File: config.mk
export PLATFORM = sky130hd
export DESIGN_NAME = ssd_debug_display
export DESIGN_NICKNAME = d
export VERILOG_FILES = /design/src/rtl/ssd_debug_display_pkg.sv /design/src/rtl/ssd_debug_display_btn_debouncer.sv /design/src/rtl/ssd_debug_display.sv
export SDC_FILE = /design/constraint.sdc
export NUM_CORES = 1
export LEC_CHECK = 0
export BUFFER_PORTS_ARGS = -buffer_cell sky130_fd_sc_hd__buf_2
export CAP_MARGIN = 20
export CORE_AREA = 2 2 180 182
export DETAILED_ROUTE_END_ITERATION = 16
export DIE_AREA = 0 0 182 184
export MAX_ROUTING_LAYER = met4
export PLACE_DENSITY = 0.55
export RECOVER_POWER = 50
export SYNTH_ARGS = -nofsm -noshare
export SYNTH_HDL_FRONTEND = slang
export SYNTH_SLANG_ARGS = --single-unit
File: constraint.sdc
create_clock -name clk -period 2.9 [get_ports clk]
set_clock_uncertainty 0.1 [all_clocks]
set_input_delay 0.145 -clock clk [delete_from_list [all_inputs] [get_ports clk]]
set_output_delay 0.145 -clock clk [all_outputs]
set_load 0.05 [all_outputs]
File: src/rtl/ssd_debug_display_pkg.sv
// Shared constants for the seven-segment debug display.
// Holds the source-select codes, the sixteen hex glyphs and the blank pattern.
// Glyphs are active-low and ordered {g,f,e,d,c,b,a}.
package ssd_debug_display_pkg;

    localparam logic [3:0] SEL_INSTR         = 4'd0;
    localparam logic [3:0] SEL_PC_IN         = 4'd1;
    localparam logic [3:0] SEL_PC_4          = 4'd2;
    localparam logic [3:0] SEL_BRANCH_TARGET = 4'd3;
    localparam logic [3:0] SEL_PC_NEXT       = 4'd4;
    localparam logic [3:0] SEL_RS1           = 4'd5;
    localparam logic [3:0] SEL_RS2           = 4'd6;
    localparam logic [3:0] SEL_WRITE_DATA    = 4'd7;
    localparam logic [3:0] SEL_IMM           = 4'd8;
    localparam logic [3:0] SEL_SHIFT_OUT     = 4'd9;
    localparam logic [3:0] SEL_ALU_B         = 4'd10;
    localparam logic [3:0] SEL_ALU_RESULT    = 4'd11;
    localparam logic [3:0] SEL_DMEM_DATA     = 4'd12;
    localparam logic [3:0] SEL_CONTROL       = 4'd13;

    localparam logic [6:0] SEG_0     = 7'b1000000;
    localparam logic [6:0] SEG_1     = 7'b1111001;
    localparam logic [6:0] SEG_2     = 7'b0100100;
    localparam logic [6:0] SEG_3     = 7'b0110000;
    localparam logic [6:0] SEG_4     = 7'b0011001;
    localparam logic [6:0] SEG_5     = 7'b0010010;
    localparam logic [6:0] SEG_6     = 7'b0000010;
    localparam logic [6:0] SEG_7     = 7'b1111000;
    localparam logic [6:0] SEG_8     = 7'b0000000;
    localparam logic [6:0] SEG_9     = 7'b0010000;
    localparam logic [6:0] SEG_A     = 7'b0001000;
    localparam logic [6:0] SEG_B     = 7'b0000011;
    localparam logic [6:0] SEG_C     = 7'b1000110;
    localparam logic [6:0] SEG_D     = 7'b0100001;
    localparam logic [6:0] SEG_E     = 7'b0000110;
    localparam logic [6:0] SEG_F     = 7'b0001110;
    localparam logic [6:0] SEG_BLANK = 7'b1111111;

endpackage

File: src/rtl/ssd_debug_display_btn_debouncer.sv
// Push-button conditioner: 2-FF synchronizer, stability counter and
// rising-edge detector on the accepted level. Emits a one-cycle pulse
// each time the accepted level goes from 0 to 1.
module btn_debouncer #(
    parameter int DEBOUNCE_CYCLES = 1_000_000
) (
    input  logic clk,
    input  logic reset,
    input  logic btn_raw,
    output logic pulse
);

    localparam int CNT_W = (DEBOUNCE_CYCLES > 1) ? $clog2(DEBOUNCE_CYCLES) : 1;
    localparam logic [CNT_W-1:0] CNT_LAST = CNT_W'(DEBOUNCE_CYCLES - 1);
    localparam logic [CNT_W-1:0] CNT_ONE  = CNT_W'(1);

    logic             sync1_r;
    logic             sync2_r;
    logic             level_r;
    logic             level_d_r;
    logic [CNT_W-1:0] cnt_r;
    logic             pulse_r;

    // Two-stage synchronizer for the asynchronous button input.
    always_ff @(posedge clk or posedge reset) begin
        if (reset) begin
            sync1_r <= 1'b0;
            sync2_r <= 1'b0;
        end else begin
            sync1_r <= btn_raw;
            sync2_r <= sync1_r;
        end
    end

    // Count consecutive disagreeing cycles; flip the accepted level once stable long enough.
    always_ff @(posedge clk or posedge reset) begin
        if (reset) begin
            cnt_r   <= '0;
            level_r <= 1'b0;
        end else if (sync2_r != level_r) begin
            if (cnt_r == CNT_LAST) begin
                level_r <= sync2_r;
                cnt_r   <= '0;
            end else begin
                cnt_r <= cnt_r + CNT_ONE;
            end
        end else begin
            cnt_r <= '0;
        end
    end

    // Registered rising-edge detect on the accepted level.
    always_ff @(posedge clk or posedge reset) begin
        if (reset) begin
            level_d_r <= 1'b0;
            pulse_r   <= 1'b0;
        end else begin
            level_d_r <= level_r;
            pulse_r   <= level_r & ~level_d_r;
        end
    end

    assign pulse = pulse_r;

endmodule

File: src/rtl/ssd_debug_display.sv
// Seven-segment debug front-end for the single-cycle RV32 datapath.
// Picks a debug bus with sel, shows a 16-bit half of it on a 4-digit
// multiplexed display, mirrors control_in on LEDs and debounces the step button.
// Optional feature: define SSD_LEADING_ZERO_BLANK_EN to blank leading-zero
// digits 3..1 (digit 0 always shows).
module ssd_debug_display
    import ssd_debug_display_pkg::*;
#(
    parameter int REFRESH_BITS    = 18,
    parameter int DEBOUNCE_CYCLES = 1_000_000
) (
    input  logic        clk,
    input  logic        reset,
    input  logic [31:0] instr_in,
    input  logic [31:0] pc_in_bus,
    input  logic [31:0] pc_4,
    input  logic [31:0] branch_target,
    input  logic [31:0] pc_next,
    input  logic [31:0] rs1_data,
    input  logic [31:0] rs2_data,
    input  logic [31:0] write_data,
    input  logic [31:0] imm,
    input  logic [31:0] shift_out,
    input  logic [31:0] alu_b,
    input  logic [31:0] alu_result,
    input  logic [31:0] dmem_data,
    input  logic [15:0] control_in,
    input  logic [3:0]  sel,
    input  logic        half_sel,
    input  logic        step_btn,
    output logic [3:0]  anode,
    output logic [6:0]  seg,
    output logic [15:0] leds,
    output logic        step_pulse
);

    localparam logic [REFRESH_BITS-1:0] SCAN_ONE = REFRESH_BITS'(1);

    logic [31:0]             bus_s;
    logic [15:0]             half_s;
    logic [15:0]             disp_word_r;
    logic [REFRESH_BITS-1:0] scan_cnt_r;
    logic [1:0]              digit_s;
    logic [3:0]              nibble_s;
    logic [3:0]              anode_s;
    logic                    blank_s;
    logic [3:0]              anode_r;
    logic [6:0]              seg_r;
    logic [15:0]             leds_r;

    // Hex nibble to active-low glyph.
    function automatic logic [6:0] hex_to_seg(input logic [3:0] nib);
        logic [6:0] g;
        case (nib)
            4'h0:    g = SEG_0;
            4'h1:    g = SEG_1;
            4'h2:    g = SEG_2;
            4'h3:    g = SEG_3;
            4'h4:    g = SEG_4;
            4'h5:    g = SEG_5;
            4'h6:    g = SEG_6;
            4'h7:    g = SEG_7;
            4'h8:    g = SEG_8;
            4'h9:    g = SEG_9;
            4'hA:    g = SEG_A;
            4'hB:    g = SEG_B;
            4'hC:    g = SEG_C;
            4'hD:    g = SEG_D;
            4'hE:    g = SEG_E;
            4'hF:    g = SEG_F;
            default: g = SEG_BLANK;
        endcase
        return g;
    endfunction

    // Source bus multiplexer; unused codes show zero.
    always_comb begin
        bus_s = 32'h0;
        case (sel)
            SEL_INSTR:         bus_s = instr_in;
            SEL_PC_IN:         bus_s = pc_in_bus;
            SEL_PC_4:          bus_s = pc_4;
            SEL_BRANCH_TARGET: bus_s = branch_target;
            SEL_PC_NEXT:       bus_s = pc_next;
            SEL_RS1:           bus_s = rs1_data;
            SEL_RS2:           bus_s = rs2_data;
            SEL_WRITE_DATA:    bus_s = write_data;
            SEL_IMM:           bus_s = imm;
            SEL_SHIFT_OUT:     bus_s = shift_out;
            SEL_ALU_B:         bus_s = alu_b;
            SEL_ALU_RESULT:    bus_s = alu_result;
            SEL_DMEM_DATA:     bus_s = dmem_data;
            SEL_CONTROL:       bus_s = {16'h0000, control_in};
            default:           bus_s = 32'h0;
        endcase
    end

    // Pick the displayed 16-bit half.
    always_comb begin
        if (half_sel) begin
            half_s = bus_s[31:16];
        end else begin
            half_s = bus_s[15:0];
        end
    end

    // Per-digit nibble, anode pattern and leading-zero blank decision.
    always_comb begin
        nibble_s = 4'h0;
        anode_s  = 4'b1111;
        blank_s  = 1'b0;
        case (digit_s)
            2'd0: begin
                nibble_s = disp_word_r[3:0];
                anode_s  = 4'b1110;
            end
            2'd1: begin
                nibble_s = disp_word_r[7:4];
                anode_s  = 4'b1101;
`ifdef SSD_LEADING_ZERO_BLANK_EN
                blank_s  = (disp_word_r[15:4] == 12'h000);
`else
                blank_s  = 1'b0;
`endif
            end
            2'd2: begin
                nibble_s = disp_word_r[11:8];
                anode_s  = 4'b1011;
`ifdef SSD_LEADING_ZERO_BLANK_EN
                blank_s  = (disp_word_r[15:8] == 8'h00);
`else
                blank_s  = 1'b0;
`endif
            end
            2'd3: begin
                nibble_s = disp_word_r[15:12];
                anode_s  = 4'b0111;
`ifdef SSD_LEADING_ZERO_BLANK_EN
                blank_s  = (disp_word_r[15:12] == 4'h0);
`else
                blank_s  = 1'b0;
`endif
            end
            default: begin
                nibble_s = 4'h0;
                anode_s  = 4'b1111;
                blank_s  = 1'b0;
            end
        endcase
    end

    assign digit_s = scan_cnt_r[REFRESH_BITS-1:REFRESH_BITS-2];

    // Display word capture and free-running scan counter.
    always_ff @(posedge clk or posedge reset) begin
        if (reset) begin
            disp_word_r <= 16'h0000;
            scan_cnt_r  <= '0;
        end else begin
            disp_word_r <= half_s;
            scan_cnt_r  <= scan_cnt_r + SCAN_ONE;
        end
    end

    // Output registers: anode and seg update together so no ghost cycle appears.
    always_ff @(posedge clk or posedge reset) begin
        if (reset) begin
            anode_r <= 4'b1111;
            seg_r   <= SEG_BLANK;
            leds_r  <= 16'h0000;
        end else begin
            anode_r <= anode_s;
            seg_r   <= blank_s ? SEG_BLANK : hex_to_seg(nibble_s);
            leds_r  <= control_in;
        end
    end

    btn_debouncer #(
        .DEBOUNCE_CYCLES(DEBOUNCE_CYCLES)
    ) u_btn_debouncer (
        .clk    (clk),
        .reset  (reset),
        .btn_raw(step_btn),
        .pulse  (step_pulse)
    );

    assign anode = anode_r;
    assign seg   = seg_r;
    assign leds  = leds_r;

endmodule

==> results.toml <==
[worst_hold_path]
timing.hold.worst.class = "in -> reg"
min_from = "pc_next[11]"

[clock_tree]
tritoncts = "done"
path_clk_slew_ns = 0.07
cts_made_buffers = 9
cts_setup_buffers = 0
cts.sinks = 86
clock_path_buffers = 2
cts_root_buf = "sky130_fd_sc_hd__clkbuf_16"
postCtsHoldBufs = 18
cts-htree-levels = 3
worst_skew_pair.late_latency_ns = 0.36
postCtsResizedCells = 0

[flow_run]
cap_violations = 1

[detailed_routing]
post-route-drc-count = 0
postRouteAntennaNets = 0
via_count = 9353
dr.pass1.iters = 6
post_drt_via_cell_ratio = 5.55
dr.first_iter.drc_count = 890
route.final.wire_length_mm = 49.8
post_drt_wl_per_cell_um = 29.6

[synth]
postSynthCellCount = 796
synth-async-reset-ratio = 1.00
yosys_register_bits = 86
postSynth.topFlopCell = "sky130_fd_sc_hd__dfrtp_1"
synth-edff-count = 0
synth-warning-count = 0
syn_area_sq_um = 7360
synth.top_cells.by_area = "sky130_fd_sc_hd__dfrtp_1 25%, sky130_fd_sc_hd__mux2i_1 6.7%, sky130_fd_sc_hd__a22oi_1 5.7%"
yosys.area.top_type_share = 0.255
syn-mean-instance-area_sq_um = 9.25
synth_fp_nets = 1244
synth_seq_area_share = 0.294
yosys.cell_types.count = 80
netlist.top_cell.by_area = "sky130_fd_sc_hd__dfrtp_1"

[pwr]
power.leakage_nw = 4.86
cellPowerDensity_nw_per_um2 = 381
design_power_total_mw = 4.05
peakVddDrop_uv = 250

[timing]
finalWorstPathRequiredPeriod_ns = 2.40
rsz0062_at_grt = "no"
slew_at_the_pin_closest_to_its_max_slew_limit_ns = 1.75
tns_setup_ns = 0
post-route-period-util = 0.826
slew_headroom = -0.167
maxClockFrequency_mhz = 417
report.final.hold_viol_count = 0
finalMaxSlewViolations = 44
finalSetupViolations = 0

[die]
rows = 65
die-height_um = 184
fp.dieArea_sq_um = 33500
start_util = 0.235
placeableCoreArea_sq_um = 31400
boundaryPins = 468
die_width_um = 182

[cells_and_area]
nNetsFinal = 1713
layout-area-overhead-vs-synth_pct = 44.1
layout.cells.most_common = "sky130_fd_sc_hd__buf_2"
layout_common_cells = "432 x sky130_fd_sc_hd__buf_2, 75 x sky130_fd_sc_hd__dfrtp_1, 56 x sky130_fd_sc_hd__a22oi_1, 54 x sky130_fd_sc_hd__nor2_1, 49 x sky130_fd_sc_hd__mux2i_1"
share_of_cells_above_drive_strength_1 = 0.446

[placed_design]
place.port_buffers = 467
dp_hpwl_mm = 40.9
globalplace.congestion = 0.988

[worst_setup_path]
timing.critical_path.cells = "mux4_2, inv_1, ha_1, inv_1, mux4_2"
timing.critical_path.fanout_max = 10
r2r-start = "scan_cnt_r[16]"
path_class = "reg -> reg"
critical_path.startpoint_type = "register"
slowest_delay_ns = 0.67
required_ns = 3.07
crit_path_end_kind = "register"
timing.critical_path.arrival_ns = 2.56
timing.critical_path.from = "scan_cnt_r[16]"
cpMaxStageDelayCell = "sky130_fd_sc_hd__mux4_2"

[global_routing]
grt_overflow_total = 0
grtUsageTotal = 0.293
grt_max_degree = 44
grt_pass1_wl_mm = 67.4
vias_in_the_first_global_route = 9412
antenna_found_initial = 20

[outcome]
status = "finished, violations left"
failed_checks = "capacitance limit, slew limit"
## synthesized netlist by cell type (all sizes together) (16+ instances only)
| cell type | number |
|---|---|
| dfrtp | 75 |
| buf | 65 |
| a22oi | 58 |
| nor2 | 57 |
| mux2i | 49 |
| nand2 | 35 |
| nand3 | 30 |
| a21oi | 27 |
| mux2 | 27 |
| o21ai | 27 |
| a221oi | 23 |
| nor3 | 21 |
| o22ai | 21 |
| xor2 | 18 |
| a32oi | 17 |
| xnor2 | 17 |
| a22o | 16 |
## cell type report
class,instances,area [sq um]
clock inverter,6,93.8
multi-input combinational,624,4690
tap,402,503
sequential,86,2170
timing repair buffer,530,2840
clock buffer,10,229
antenna,13,32.5
inverter,14,52.6
fill,3392,20800
## power by group
part	total, mW	internal, mW	switching, mW
Combinational	1.40	0.559	0.841
Clock	1.33	0.765	0.567
Sequential	1.31	1.28	0.0296
Total	4.05	2.61	1.44
## layer usage
layer | track usage | wire, um
met5 | - | 0
met2 | 0.468 | 23700
met3 | 0.0479 | 3480
met4 | 0.115 | 1880
met1 | 0.373 | 20800
## kinds of logic (layout without fill, tap and decap cells)
family	count (synthesis)	in the layout	synth area share
other cells	0	13	0
buf+inv	86	560	0.0717
xor+xnor	35	35	0.0416
flops	86	86	0.294
fa+ha+maj	8	8	0.0136
compound gates	269	269	0.276
simple gates	226	226	0.164
mux	86	86	0.139
## flip-flops by register name (all words and copies together) (netlist names)
register	flops
u_btn_debouncer.cnt_r	20
scan_cnt_r	18
disp_word_r	16
leds	16
seg	7
anode	4
u_btn_debouncer.level_d_r	1
u_btn_debouncer.level_r	1
u_btn_debouncer.pulse	1
u_btn_debouncer.sync1_r	1
u_btn_debouncer.sync2_r	1
## worst paths after layout
| kind | endpoint | slack (ns) | cells after the start |
|---|---|---|---|
| setup / recovery | seg[3] | 0.50 | 5 |
| setup reg to reg | seg[3] | 0.50 | 5 |
| hold / removal | disp_word_r[11] | 0.04 | 3 |
| hold reg to reg | u_btn_debouncer.sync2_r | 0.26 | 0 |
| max in group asynchronous | seg[0] | 0.68 | 4 |
| min in group asynchronous | u_btn_debouncer.cnt_r[17] | 0.79 | 3 |
## metrics by stage
step	cells	setup WS [ns]	cell area [sq um]	util	hold slack (ns)
after floorplan	796	0.451	7360	-	0.0764
after global placement	1638	0.403	10100	0.322	0.149
after detailed placement	1638	0.398	10100	0.322	0.151
after CTS	1672	0.525	10600	0.338	0.0158
after global routing	1683	0.357	10600	0.338	0.0637
final	1685	0.505	10600	0.338	0.0378
## critical path, delay by kind of cell, from the launching register on
family     cells  cell delay (ns)
buf+inv        2             0.23
flops          1             0.65
mux            2             1.12
fa+ha+maj      1             0.19
No activity file was read; power rests on OpenSTA's default activity.
